File: src/rtl/clock_pkg.sv
// Shared types and field limits for the T1 time-of-day controller.
package clock_pkg;

  typedef enum logic [1:0] {
    RUN      = 2'd0,
    SET_HOUR = 2'd1,
    SET_MIN  = 2'd2
  } mode_t;

  localparam int HOURS_MAX   = 23;
  localparam int MINUTES_MAX = 59;
  localparam int SECONDS_MAX = 59;

endpackage

File: src/rtl/clock_time_ctrl_tick_gen.sv
// Prescaler producing a half-period enable and a full-period tick enable.
// Sync clear restarts both the count and the half/full phase.
module tick_gen #(
  parameter int HALF = 10
) (
  input  logic clk_i,
  input  logic rst_i,
  input  logic clr_i,
  output logic half_tick_o,
  output logic tick_o
);

  localparam int CW = (HALF > 1) ? $clog2(HALF) : 1;

  logic [CW-1:0] cnt_q, cnt_d;
  logic          phase_q, phase_d;

  assign half_tick_o = (cnt_q == CW'(HALF - 1));
  assign tick_o      = half_tick_o & phase_q;

  always_comb begin
    cnt_d   = cnt_q + CW'(1);
    phase_d = phase_q;
    if (clr_i) begin
      cnt_d   = '0;
      phase_d = 1'b0;
    end else if (half_tick_o) begin
      cnt_d   = '0;
      phase_d = ~phase_q;
    end
  end

  always_ff @(posedge clk_i or posedge rst_i) begin
    if (rst_i) begin
      cnt_q   <= '0;
      phase_q <= 1'b0;
    end else begin
      cnt_q   <= cnt_d;
      phase_q <= phase_d;
    end
  end

endmodule

File: src/rtl/clock_time_ctrl.sv
// HH:MM:SS time-of-day counters with a RUN/SET_HOUR/SET_MIN button FSM.
// All outputs are registered; a mode press always beats an increment or a tick.
module clock_time_ctrl
  import clock_pkg::*;
#(
  parameter int CLK_FREQ = 100_000_000,
  parameter int TICK_HZ  = 1
) (
  input  logic       clk_100MHz,
  input  logic       rst,
  input  logic       btn_mode,
  input  logic       btn_inc,
  output logic [4:0] hours,
  output logic [5:0] minutes,
  output logic [5:0] seconds,
  output logic [1:0] mode,
  output logic       sec_tick,
  output logic       blink
);

  localparam int HALF = CLK_FREQ / (2 * TICK_HZ);

  mode_t      mode_q, mode_d;
  logic [4:0] hours_q, hours_d;
  logic [5:0] minutes_q, minutes_d;
  logic [5:0] seconds_q, seconds_d;
  logic       sec_tick_q, sec_tick_d;
  logic       blink_q, blink_d;
  logic       blink_phase_q, blink_phase_d;
  logic       clr, half_tick, tick;

  tick_gen #(.HALF(HALF)) u_tick_gen (
    .clk_i       (clk_100MHz),
    .rst_i       (rst),
    .clr_i       (clr),
    .half_tick_o (half_tick),
    .tick_o      (tick)
  );

  always_comb begin
    mode_d        = mode_q;
    hours_d       = hours_q;
    minutes_d     = minutes_q;
    seconds_d     = seconds_q;
    sec_tick_d    = 1'b0;
    blink_phase_d = blink_phase_q;
    clr           = 1'b0;

    if (mode_q != RUN && half_tick)
      blink_phase_d = ~blink_phase_q;

    case (mode_q)
      RUN: begin
        if (btn_mode) begin
          mode_d        = SET_HOUR;
          seconds_d     = '0;
          blink_phase_d = 1'b0;
          clr           = 1'b1;
        end else if (tick) begin
          sec_tick_d = 1'b1;
          if (seconds_q == 6'(SECONDS_MAX)) begin
            seconds_d = '0;
            if (minutes_q == 6'(MINUTES_MAX)) begin
              minutes_d = '0;
              hours_d   = (hours_q == 5'(HOURS_MAX)) ? 5'd0 : hours_q + 5'd1;
            end else begin
              minutes_d = minutes_q + 6'd1;
            end
          end else begin
            seconds_d = seconds_q + 6'd1;
          end
        end
      end
      SET_HOUR: begin
        if (btn_mode)
          mode_d = SET_MIN;
        else if (btn_inc)
          hours_d = (hours_q == 5'(HOURS_MAX)) ? 5'd0 : hours_q + 5'd1;
      end
      SET_MIN: begin
        // Restarting the prescaler gives a full second before the first tick.
        if (btn_mode) begin
          mode_d = RUN;
          clr    = 1'b1;
        end else if (btn_inc) begin
          minutes_d = (minutes_q == 6'(MINUTES_MAX)) ? 6'd0 : minutes_q + 6'd1;
        end
      end
      default: begin
        mode_d = RUN;
        clr    = 1'b1;
      end
    endcase

    blink_d = (mode_d == SET_HOUR || mode_d == SET_MIN) ? blink_phase_d : 1'b0;
  end

  always_ff @(posedge clk_100MHz or posedge rst) begin
    if (rst) begin
      mode_q        <= RUN;
      hours_q       <= '0;
      minutes_q     <= '0;
      seconds_q     <= '0;
      sec_tick_q    <= 1'b0;
      blink_q       <= 1'b0;
      blink_phase_q <= 1'b0;
    end else begin
      mode_q        <= mode_d;
      hours_q       <= hours_d;
      minutes_q     <= minutes_d;
      seconds_q     <= seconds_d;
      sec_tick_q    <= sec_tick_d;
      blink_q       <= blink_d;
      blink_phase_q <= blink_phase_d;
    end
  end

  assign hours    = hours_q;
  assign minutes  = minutes_q;
  assign seconds  = seconds_q;
  assign mode     = mode_q;
  assign sec_tick = sec_tick_q;
  assign blink    = blink_q;

endmodule

File: config.mk
export PLATFORM = sky130hd
export DESIGN_NAME = clock_time_ctrl
export DESIGN_NICKNAME = d
export VERILOG_FILES = /design/src/rtl/clock_pkg.sv /design/src/rtl/clock_time_ctrl_tick_gen.sv /design/src/rtl/clock_time_ctrl.sv
export SDC_FILE = /design/constraint.sdc
export NUM_CORES = 1
export LEC_CHECK = 0
export ABC_AREA = 1
export CORE_ASPECT_RATIO = 2
export CORE_MARGIN = 5
export CORE_UTILIZATION = 60
export CTS_CLUSTER_SIZE = 20
export DETAILED_ROUTE_END_ITERATION = 10
export PLACE_DENSITY_LB_ADDON = 0.15
export SYNTH_ARGS = -nofsm -noshare
export SYNTH_HDL_FRONTEND = slang
export SYNTH_SLANG_ARGS = --single-unit
File: constraint.sdc
create_clock -name clk_100MHz -period 3.02 [get_ports clk_100MHz]
set_clock_uncertainty 0.05 [all_clocks]
set_input_delay 0.604 -clock clk_100MHz [delete_from_list [all_inputs] [get_ports clk_100MHz]]
set_output_delay 0.604 -clock clk_100MHz [all_outputs]
set_load 0.05 [all_outputs]
# Word-level counts from Yosys, hierarchy flattened
# Index checks and enable logic that the tools add are counted.
[classes]
n_eq_ne = 16
n_reduce_logical = 12
muxes = 35
n_addsub = 4
bitwise_logic = 3
[op_table]
columns = ["cell", "n"]
rows = [
  ["6-bit two-way mux", 9],
  ["26-bit two-way mux", 2],
  ["5-bit two-way mux", 7],
  ["26-bit by 1-bit adder with 26-bit output, second input constant", 1],
  ["26-bit == test, second input constant", 1],
  ["2-bit inequality test, second input constant", 8],
  ["6-bit by 1-bit adder with 6-bit output, second input constant", 2],
  ["6-bit == test, second input constant", 2],
  ["6-bit one-hot mux with 2 select lines", 1],
  ["1-bit two-way mux", 10],
  ["5-bit one-hot mux with 2 select lines", 1],
  ["2-bit nonzero test", 5],
  ["7-bit AND reduction", 1],
  ["2-bit two-way mux", 3],
  ["2-bit one-hot mux with 3 select lines", 1],
  ["6-bit AND reduction", 1],
  ["5-bit by 1-bit adder with 5-bit output, second input constant", 1],
  ["5-bit == test, second input constant", 1],
  ["2-bit by 1-bit == test with 1-bit output, second input constant", 2],
  ["2-bit == test, second input constant", 2],
  ["2-bit zero test", 1],
  ["1-bit inverter", 2],
  ["1-bit one-hot mux with 2 select lines", 1],
  ["2-bit AND reduction", 1],
  ["4 further kinds", 4],
]
[word_totals]
regBits = 49
inputBits = 4
out_inout_bits = 21
wordCells = 79

# Depth between registers and ports, before layout
# Gate-level depths: netlist (run 1).
[depth]
word_depth = 7
ltp_mapped = 10
mapped_depth_nobuf = 10

# Cells and area by module
# From an unflattened synthesis (run 1), not the netlist that was laid out.
[hier_totals]
hier_cells = 388
area_unflattened_um2 = 2889.0
[by_module_without_submodules]
columns = ["mod", "instances", "seq_area_each_um2", "cells_each", "area_each_um2"]
rows = [
  ["tick_gen", 1, 675.6, 239, 1674.1],
  ["clock_time_ctrl", 1, 550.5, 149, 1214.9],
]

# Least setup slack after synthesis (run 1)
# No wires, ideal clock.
[synth_timing]
path_kind = "reg-to-reg"
from = "register minutes_q[0] (netlist: minutes[0])"
to = "register hours_q[2] (netlist: hours[2])"
required_time_ns = 2.850
path_buffers = 0
slack_ns = 1.121
setup_ns = 0.120
stages_incl_launch_ff = 9
synth_period_minus_slack_ns = 1.899
t_arrival_ns = 1.729
path_cell_list = "dfrtp_1 -> ha_1 -> nand2_1 -> nor3_4 -> o21ai_0 -> nor2_4 -> nand2_2 -> nand2_1 -> nand2_1"
[synth_between]
elab_chain_len = 3
[synth_lines]
columns = ["item", "line", "text"]
rows = [
  ["start, declared", "clock_time_ctrl.sv:25", "logic [5:0] minutes_q, minutes_d;"],
  ["start signal, assigned", "clock_time_ctrl.sv:110", "minutes_q <= minutes_d;"],
  ["6-bit == test", "clock_time_ctrl.sv:63", "if (minutes_q == 6'(MINUTES_MAX)) begin"],
  ["2-bit inequality test (no source line)", "-", ""],
  ["7-bit AND reduction (no source line)", "-", ""],
  ["end signal, assigned", "clock_time_ctrl.sv:109", "hours_q <= hours_d;"],
  ["end, declared", "clock_time_ctrl.sv:24", "logic [4:0] hours_q, hours_d;"],
]
# No other way between the ends.
# A chain may end at the register's enable or synchronous reset.

# Final worst setup path (run 1)
[layout_timing]
from = "register seconds_q[2] (netlist: seconds[2])"
to = "output seconds[2]"
[layout_rtl]
columns = ["item", "line", "text"]
rows = [
  ["start, declared", "clock_time_ctrl.sv:26", "logic [5:0] seconds_q, seconds_d;"],
  ["start signal, assigned", "clock_time_ctrl.sv:111", "seconds_q <= seconds_d;"],
  ["end, declared", "clock_time_ctrl.sv:15", "output logic [5:0] seconds,"],
]
# No word-level cell between the ends.

==> results.rst, run 1 <==
.. list-table::
   :header-rows: 1

   * - Metric
     - Value
   * - Number of antenna repair diodes
     - 0
   * - Worst IR drop on VDD
     - 721 µV
   * - CTS H-Tree Depth
     - 2
   * - Growth of design area from synthesis to finish
     - 13.3%
   * - Violation count after the first detailed-routing iteration
     - 162
   * - Clock tree root buffer cell
     - sky130_fd_sc_hd__clkbuf_8
   * - Number of warnings reported in the yosys synthesis log
     - 0
   * - Starting density of the core
     - 61.3%
   * - Proportion of synthesized chip area in sequential cells
     - 41.1%
   * - Summed instance area of the synthesized netlist
     - 0.00298 mm²
   * - Total number of vias
     - 2773
   * - Port Buf Inserts
     - 24
   * - Maximum buffer depth of the clock tree
     - 2
   * - Total half-perimeter wirelength after legalization and detailed placement
     - 5660 µm
   * - Setup ws final
     - 0.642 ns
   * - Number of global-route vias before repair
     - 2762
   * - Inst Count DP
     - 487
   * - Average wire per standard cell
     - 14.5 µm
   * - Die height
     - 110 µm
   * - F_max
     - 420 MHz
   * - Latest clock arrival within the worst-skew pair
     - 0.31 ns
   * - Type of the most critical hold path
     - reg2reg
   * - Setup Fix Bufs, Post-CTS
     - 0
   * - DIE WIDTH
     - 59.8 µm
   * - Count of placed standard cells in the final layout, fillers left out
     - 494
   * - Most area-hungry cell type in the Yosys netlist
     - sky130_fd_sc_hd__dfrtp_1
   * - Pwr per Cell Area
     - 572 mW/mm²
   * - Critical path, cell by cell
     - clkdlybuf4s50_1
   * - Fraction of final layout cells with drive strength greater than 1
     - 10.8%
   * - Drt total wl
     - 7170 µm
   * - Final setup violation count
     - 0
   * - Top-area cell type share of the netlist area
     - 41.1%
   * - Worst setup timing slack at the placement stage
     - 0.651 ns
   * - Worst path slowest cell
     - sky130_fd_sc_hd__clkdlybuf4s50_1
   * - Number of buffers inserted by hold repair at cts
     - 0
   * - Critical path's top delay family
     - buffers and inverters
   * - Number of library cell types mapped by synthesis
     - 30
   * - Post-synthesis sequential element count
     - 49
   * - Number of buffers inserted during clock tree synthesis
     - 5
   * - Global-route total usage across every layer
     - 25.0%
   * - Result of the run
     - finished clean
   * - DRC
     - 0
   * - Post-layout nets
     - 445
   * - CP bufs+invs
     - 1
   * - Post-CTS Resized
     - 0
   * - Number of nets produced by synthesis
     - 414
   * - Worst Tran Pin Value
     - 0.622 ns
   * - Post-layout minimum cycle time
     - 2.38 ns
   * - Wire length of the first global-routing pass
     - 12400 µm
   * - Pin count of the biggest net entering global routing
     - 50
   * - Leakage power
     - 1.49 nW
   * - Top-level I/O count
     - 25
   * - Type of the worst setup path
     - reg2out
   * - RSZ-0062 raised after global routing
     - no
   * - Period Utilization, post-route
     - 78.7%
   * - Final weighted congestion of routability-driven global placement
     - 1.02
   * - Final count of pins violating max slew
     - 0
   * - Clock transition at the registers of the reported paths
     - 0.09 ns
   * - Via-to-Cell Ratio
     - 5.61
   * - Number of iterations in the first detailed-routing pass
     - 4
   * - Startpoint class of the critical path
     - register
   * - Gate Count Post-Synth
     - 406
   * - Area of the core region
     - 0.00486 mm²
   * - Cell types with the largest area share after synthesis
     - sky130_fd_sc_hd__dfrtp_1 (41%), sky130_fd_sc_hd__nand2_1 (13%), sky130_fd_sc_hd__nor2_1 (9.9%)
   * - Setup TNS
     - 0 ns
   * - Max_cap viols
     - 0
   * - TritonCTS sink count
     - 49
   * - CTS tree
     - done
   * - Initial antenna violation count
     - 0
   * - Slowest cell delay on critical path
     - 0.88 ns
   * - Critical Path Fanout Max
     - 8
   * - Core Rows
     - 36
   * - Data required time of the worst path
     - 2.37 ns
   * - Worst Setup End Kind
     - output pin
   * - Final Hold Violating Endpoints
     - 0
   * - Mean Syn Cell Area
     - 7.34 µm²
   * - Overflow left after global routing
     - 0
   * - Area of the die
     - 0.00656 mm²
   * - Final core utilization
     - 69.4%
   * - Worst slew slack as a fraction of its limit
     - 58.5%
   * - Arrival @ worst endpoint
     - 1.72 ns
   * - Antenna-violating nets left
     - 0
==> where the power goes <==
group          internal [mW]  leakage [nW]  total (mW)  switching, mW
Combinational          0.222         0.777       0.727          0.505
Clock                  0.181        0.0433       0.399          0.218
Sequential             0.719         0.673       0.804         0.0847
Total                   1.12          1.49        1.93          0.808
==> synthesized netlist by cell type (all sizes together) <==
master,number
a31oi,2
nand2,116
buf,2
nand4,5
clkbuf,1
nand3,54
a21oi,11
o21bai,1
o21a,2
ha,4
nor3,10
xnor2,1
dfrtp,49
inv,32
o21ai,7
xor2,8
or2,4
and3,2
nor2,92
nor3b,3
==> layout make-up <==
| class | count | area [µm²] |
|---|---|---|
| clock buffer | 6 | 82.6 |
| clock inverter | 1 | 7.51 |
| fill | 415 | 1490 |
| inverter | 32 | 120 |
| multi-input combinational | 322 | 1610 |
| sequential | 49 | 1230 |
| tap | 57 | 71.3 |
| timing repair buffer | 27 | 263 |
==> metrics by stage <==
step                total power, mW  hold WS, ns  instance area, µm²
floorplan                      1.35        0.441                2980
global placement               1.53        0.445                3290
detailed placement             1.55        0.451                3290
CTS                            1.95        0.471                3380
global route                   2.07        0.502                3380
finish                         1.93        0.472                3380
==> per-layer routing <==
| layer | vias to the layer above | routed length [µm] | track usage (%) |
|---|---|---|---|
| met3 | 39 | 307 | 4.58 |
| li1 | 1371 | - | - |
| met2 | 97 | 3860 | 43.7 |
| met1 | 1266 | 2550 | 26.1 |
| met5 | - | 0 | 0 |
| met4 | 0 | 452 | 16.6 |
==> sequential cells by signal (all words and copies together), names as in the netlist <==
register            cells
u_tick_gen.cnt_q       26
minutes                 6
seconds                 6
hours                   5
mode                    2
blink                   1
blink_phase_q           1
sec_tick                1
u_tick_gen.phase_q      1
==> cell families (layout without fill, tap and decap cells) <==
logic type / count (synthesis) / after routing / share of synthesized area [%]
AOI/OAI and AO/OA: 23 / 23 / 4.20
xor gates and xnor gates: 9 / 9 / 2.64
adders and majority gates: 4 / 4 / 1.68
buffers and inverters: 35 / 66 / 5.00
DFF: 49 / 49 / 41.1
and+or+nand+nor: 286 / 286 / 45.3
==> worst paths after layout <==
kind | startpoint | endpoint | slack (ns) | depth (start not counted)
setup / recovery | seconds[2] | seconds[2] | 0.64 | 1
hold / removal | minutes[5] | minutes[5] | 0.47 | 2
setup reg to reg | u_tick_gen.cnt_q[0] | u_tick_gen.cnt_q[24] | 1.15 | 8
hold reg to reg | minutes[5] | minutes[5] | 0.47 | 2
max in group asynchronous | rst | seconds[1] | 1.78 | 3
min in group asynchronous | rst | minutes[4] | 0.71 | 3
==> cells in the final DEF (no fill, tap or decap), types with 2 or more instances in the layout <==
cell type / count
sky130_fd_sc_hd__nand3_4: 2
sky130_fd_sc_hd__nand3_1: 51
sky130_fd_sc_hd__ha_1: 4
sky130_fd_sc_hd__o21ai_0: 7
sky130_fd_sc_hd__clkdlybuf4s50_1: 24
sky130_fd_sc_hd__clkbuf_8: 6
sky130_fd_sc_hd__nand2_1: 105
sky130_fd_sc_hd__nand2_2: 10
sky130_fd_sc_hd__nor2_4: 7
sky130_fd_sc_hd__dfrtp_1: 49
sky130_fd_sc_hd__nor2_2: 6
sky130_fd_sc_hd__nand4_1: 4
sky130_fd_sc_hd__buf_4: 3
sky130_fd_sc_hd__and3_1: 2
sky130_fd_sc_hd__o21a_1: 2
sky130_fd_sc_hd__or2_2: 4
sky130_fd_sc_hd__nor3_4: 2
sky130_fd_sc_hd__a21oi_1: 11
sky130_fd_sc_hd__inv_2: 3
sky130_fd_sc_hd__a31oi_1: 2
sky130_fd_sc_hd__nor3_1: 8
sky130_fd_sc_hd__nor3b_1: 3
sky130_fd_sc_hd__inv_1: 29
sky130_fd_sc_hd__nor2_1: 79
sky130_fd_sc_hd__xor2_1: 8
Power figures use the tool's default switching activity.
==> run 2: changes to the inputs <==
Settings changed: CORE_UTILIZATION 60 to 58.
Clock period 3.02 ns to 2.35 ns, I/O delays scaled along.
==> results.rst, run 2 (synthesis results as in run 1) <==
.. list-table::
   :header-rows: 1

   * - Metric
     - Value
   * - Result of the run
     - finished clean
   * - Total half-perimeter wirelength after legalization and detailed placement
     - 5290 µm
   * - Flop-to-flop setup slack
     - 0.54 ns
   * - CTS H-Tree Depth
     - 2
   * - Critical Path Fanout Max
     - 8
   * - Data required time of the worst path
     - 1.83 ns
   * - Leakage power
     - 1.49 nW
   * - Arrival @ worst endpoint
     - 1.73 ns
   * - Inst Count DP
     - 487
   * - Maximum buffer depth of the clock tree
     - 2
   * - Setup Fix Bufs, Post-CTS
     - 0
   * - Max reg flops
     - 26
   * - Critical path, cell by cell
     - clkdlybuf4s50_1
   * - Post-layout minimum cycle time
     - 2.25 ns
   * - Launch point of the worst path
     - seconds[2]
   * - Top-level I/O count
     - 25
   * - Via-to-Cell Ratio
     - 5.47
   * - Worst setup timing slack at the placement stage
     - 0.144 ns
   * - Average wire per standard cell
     - 14.0 µm
   * - Pin count of the biggest net entering global routing
     - 50
   * - FF/Latch Area
     - 0.00123 mm²
   * - Wire length of the first global-routing pass
     - 12000 µm
   * - Core Rows
     - 37
   * - Fill cell count
     - 456
   * - Slowest cell delay on critical path
     - 0.87 ns
   * - Worst setup path endpoint
     - seconds[2]
   * - Area of combinational cells with multiple inputs
     - 0.00161 mm²
   * - Clock transition at the registers of the reported paths
     - 0.09 ns
   * - Pwr per Cell Area
     - 732 mW/mm²
   * - Die height
     - 111 µm
   * - Clock tree root buffer cell
     - sky130_fd_sc_hd__clkbuf_8
   * - Critical path's top delay family
     - buffers and inverters
   * - F_max
     - 444 MHz
   * - Final Hold Violating Endpoints
     - 0
   * - Starting density of the core
     - 58.5%
   * - Reg-to-reg startpoint
     - u_tick_gen.cnt_q[0]
   * - Number of cells on the worst reg-to-reg path
     - 8
   * - WP depth
     - 1
   * - Number of antenna repair diodes
     - 0
   * - Setup TNS
     - 0 ns
   * - Final setup violation count
     - 0
   * - Overflow left after global routing
     - 0
   * - Post-CTS Resized
     - 0
   * - Latest clock arrival within the worst-skew pair
     - 0.31 ns
   * - Worst Setup End Kind
     - output pin
   * - Final total power
     - 2.48 mW
   * - Number of buffers inserted during clock tree synthesis
     - 5
   * - Register bank with the most flops
     - u_tick_gen.cnt_q
   * - Global-route total usage across every layer
     - 22.9%
   * - RSZ-0062 raised after global routing
     - no
   * - Post-layout nets
     - 444
   * - Worst IR drop on VDD
     - 671 µV
   * - Worst path slowest cell
     - sky130_fd_sc_hd__clkdlybuf4s50_1
   * - Worst slew slack as a fraction of its limit
     - 65.9%
   * - Total number of vias
     - 2702
   * - Number of global-route vias before repair
     - 2676
   * - DRC
     - 0
   * - DIE WIDTH
     - 60.7 µm
   * - Setup ws final
     - 0.100 ns
   * - Critical R2R Capture
     - minutes[1]
   * - Port Buf Inserts
     - 24
   * - Final count of pins violating max slew
     - 0
   * - TritonCTS sink count
     - 49
   * - Number of iterations in the first detailed-routing pass
     - 4
   * - Violation count after the first detailed-routing iteration
     - 128
   * - CTS tree
     - done
   * - Drt total wl
     - 6930 µm
   * - Area of the die
     - 0.00676 mm²
   * - Fin area
     - 0.00338 mm²
   * - Final weighted congestion of routability-driven global placement
     - 0.964
   * - Type of the most critical hold path
     - in2async
   * - Initial antenna violation count
     - 0
   * - Area of the core region
     - 0.00509 mm²
   * - Growth of design area from synthesis to finish
     - 13.5%
   * - Startpoint class of the critical path
     - register
   * - CP bufs+invs
     - 1
   * - Antenna-violating nets left
     - 0
   * - Top library cells by usage in the layout, fill and taps aside
     - sky130_fd_sc_hd__nand2_1 (105), sky130_fd_sc_hd__nor2_1 (79), sky130_fd_sc_hd__nand3_1 (51), sky130_fd_sc_hd__dfrtp_1 (49), sky130_fd_sc_hd__inv_1 (29)
   * - Fraction of final layout cells with drive strength greater than 1
     - 10.6%
   * - Period Utilization, post-route
     - 95.7%
   * - Type of the worst setup path
     - reg2out
   * - Placed cell area
     - 0.00329 mm²
   * - Number of buffers inserted by hold repair at cts
     - 0
   * - Worst Tran Pin Value
     - 0.509 ns
   * - Final hold slack
     - 0.457 ns
   * - Final core utilization
     - 66.4%
   * - Most common cell after layout, fill and taps aside
     - sky130_fd_sc_hd__nand2_1
   * - Count of placed standard cells in the final layout, fillers left out
     - 494
   * - Max_cap viols
     - 0
## run 2: changes by cell type in the layout (fill, tap and decap cells not counted), sizes merged
cell  change
buf       -1
## run 2: worst min-delay path by stage
stage / end / slack [ns] / startpoint / cells after the start
2_1_floorplan: u_tick_gen.cnt_q[0] / 0.44 / u_tick_gen.cnt_q[0] / 1
6_report: minutes[1] / 0.46 / rst / 3
5_1_grt: blink / 0.51 / rst / 3
3_5_place_dp: minutes[5] / 0.44 / minutes[5] / 2
4_1_cts: minutes[1] / 0.47 / rst / 3
3_3_place_gp: minutes[5] / 0.44 / minutes[5] / 2
## run 2: final cells by class
type	instances	area share (%)
sequential	49	36.3
clock buffer	6	2.44
clock inverter	1	0.222
multi-input combinational	322	47.5
inverter	32	3.55
timing repair buffer	26	7.92
tap	58	2.15
## run 2: routing by layer
layer | share of wire, % | vias up | track usage (%)
li1 | - | 1369 | -
met2 | 56 | 60 | 39.0
met4 | 3.5 | 0 | 11.3
met1 | 38 | 1252 | 26.4
met3 | 2.6 | 21 | 4.06
met5 | 0 | - | 0
## run 2: where the power goes
group / internal, mW / switching [mW]
clock network: 0.233 / 0.291
logic: 0.276 / 0.647
registers: 0.924 / 0.106
total: 1.43 / 1.04
## run 2: worst min-delay path, cell delays in order
cell                              delay, ns
sky130_fd_sc_hd__clkdlybuf4s50_1       0.42
sky130_fd_sc_hd__inv_2                 0.07
sky130_fd_sc_hd__buf_12                0.25
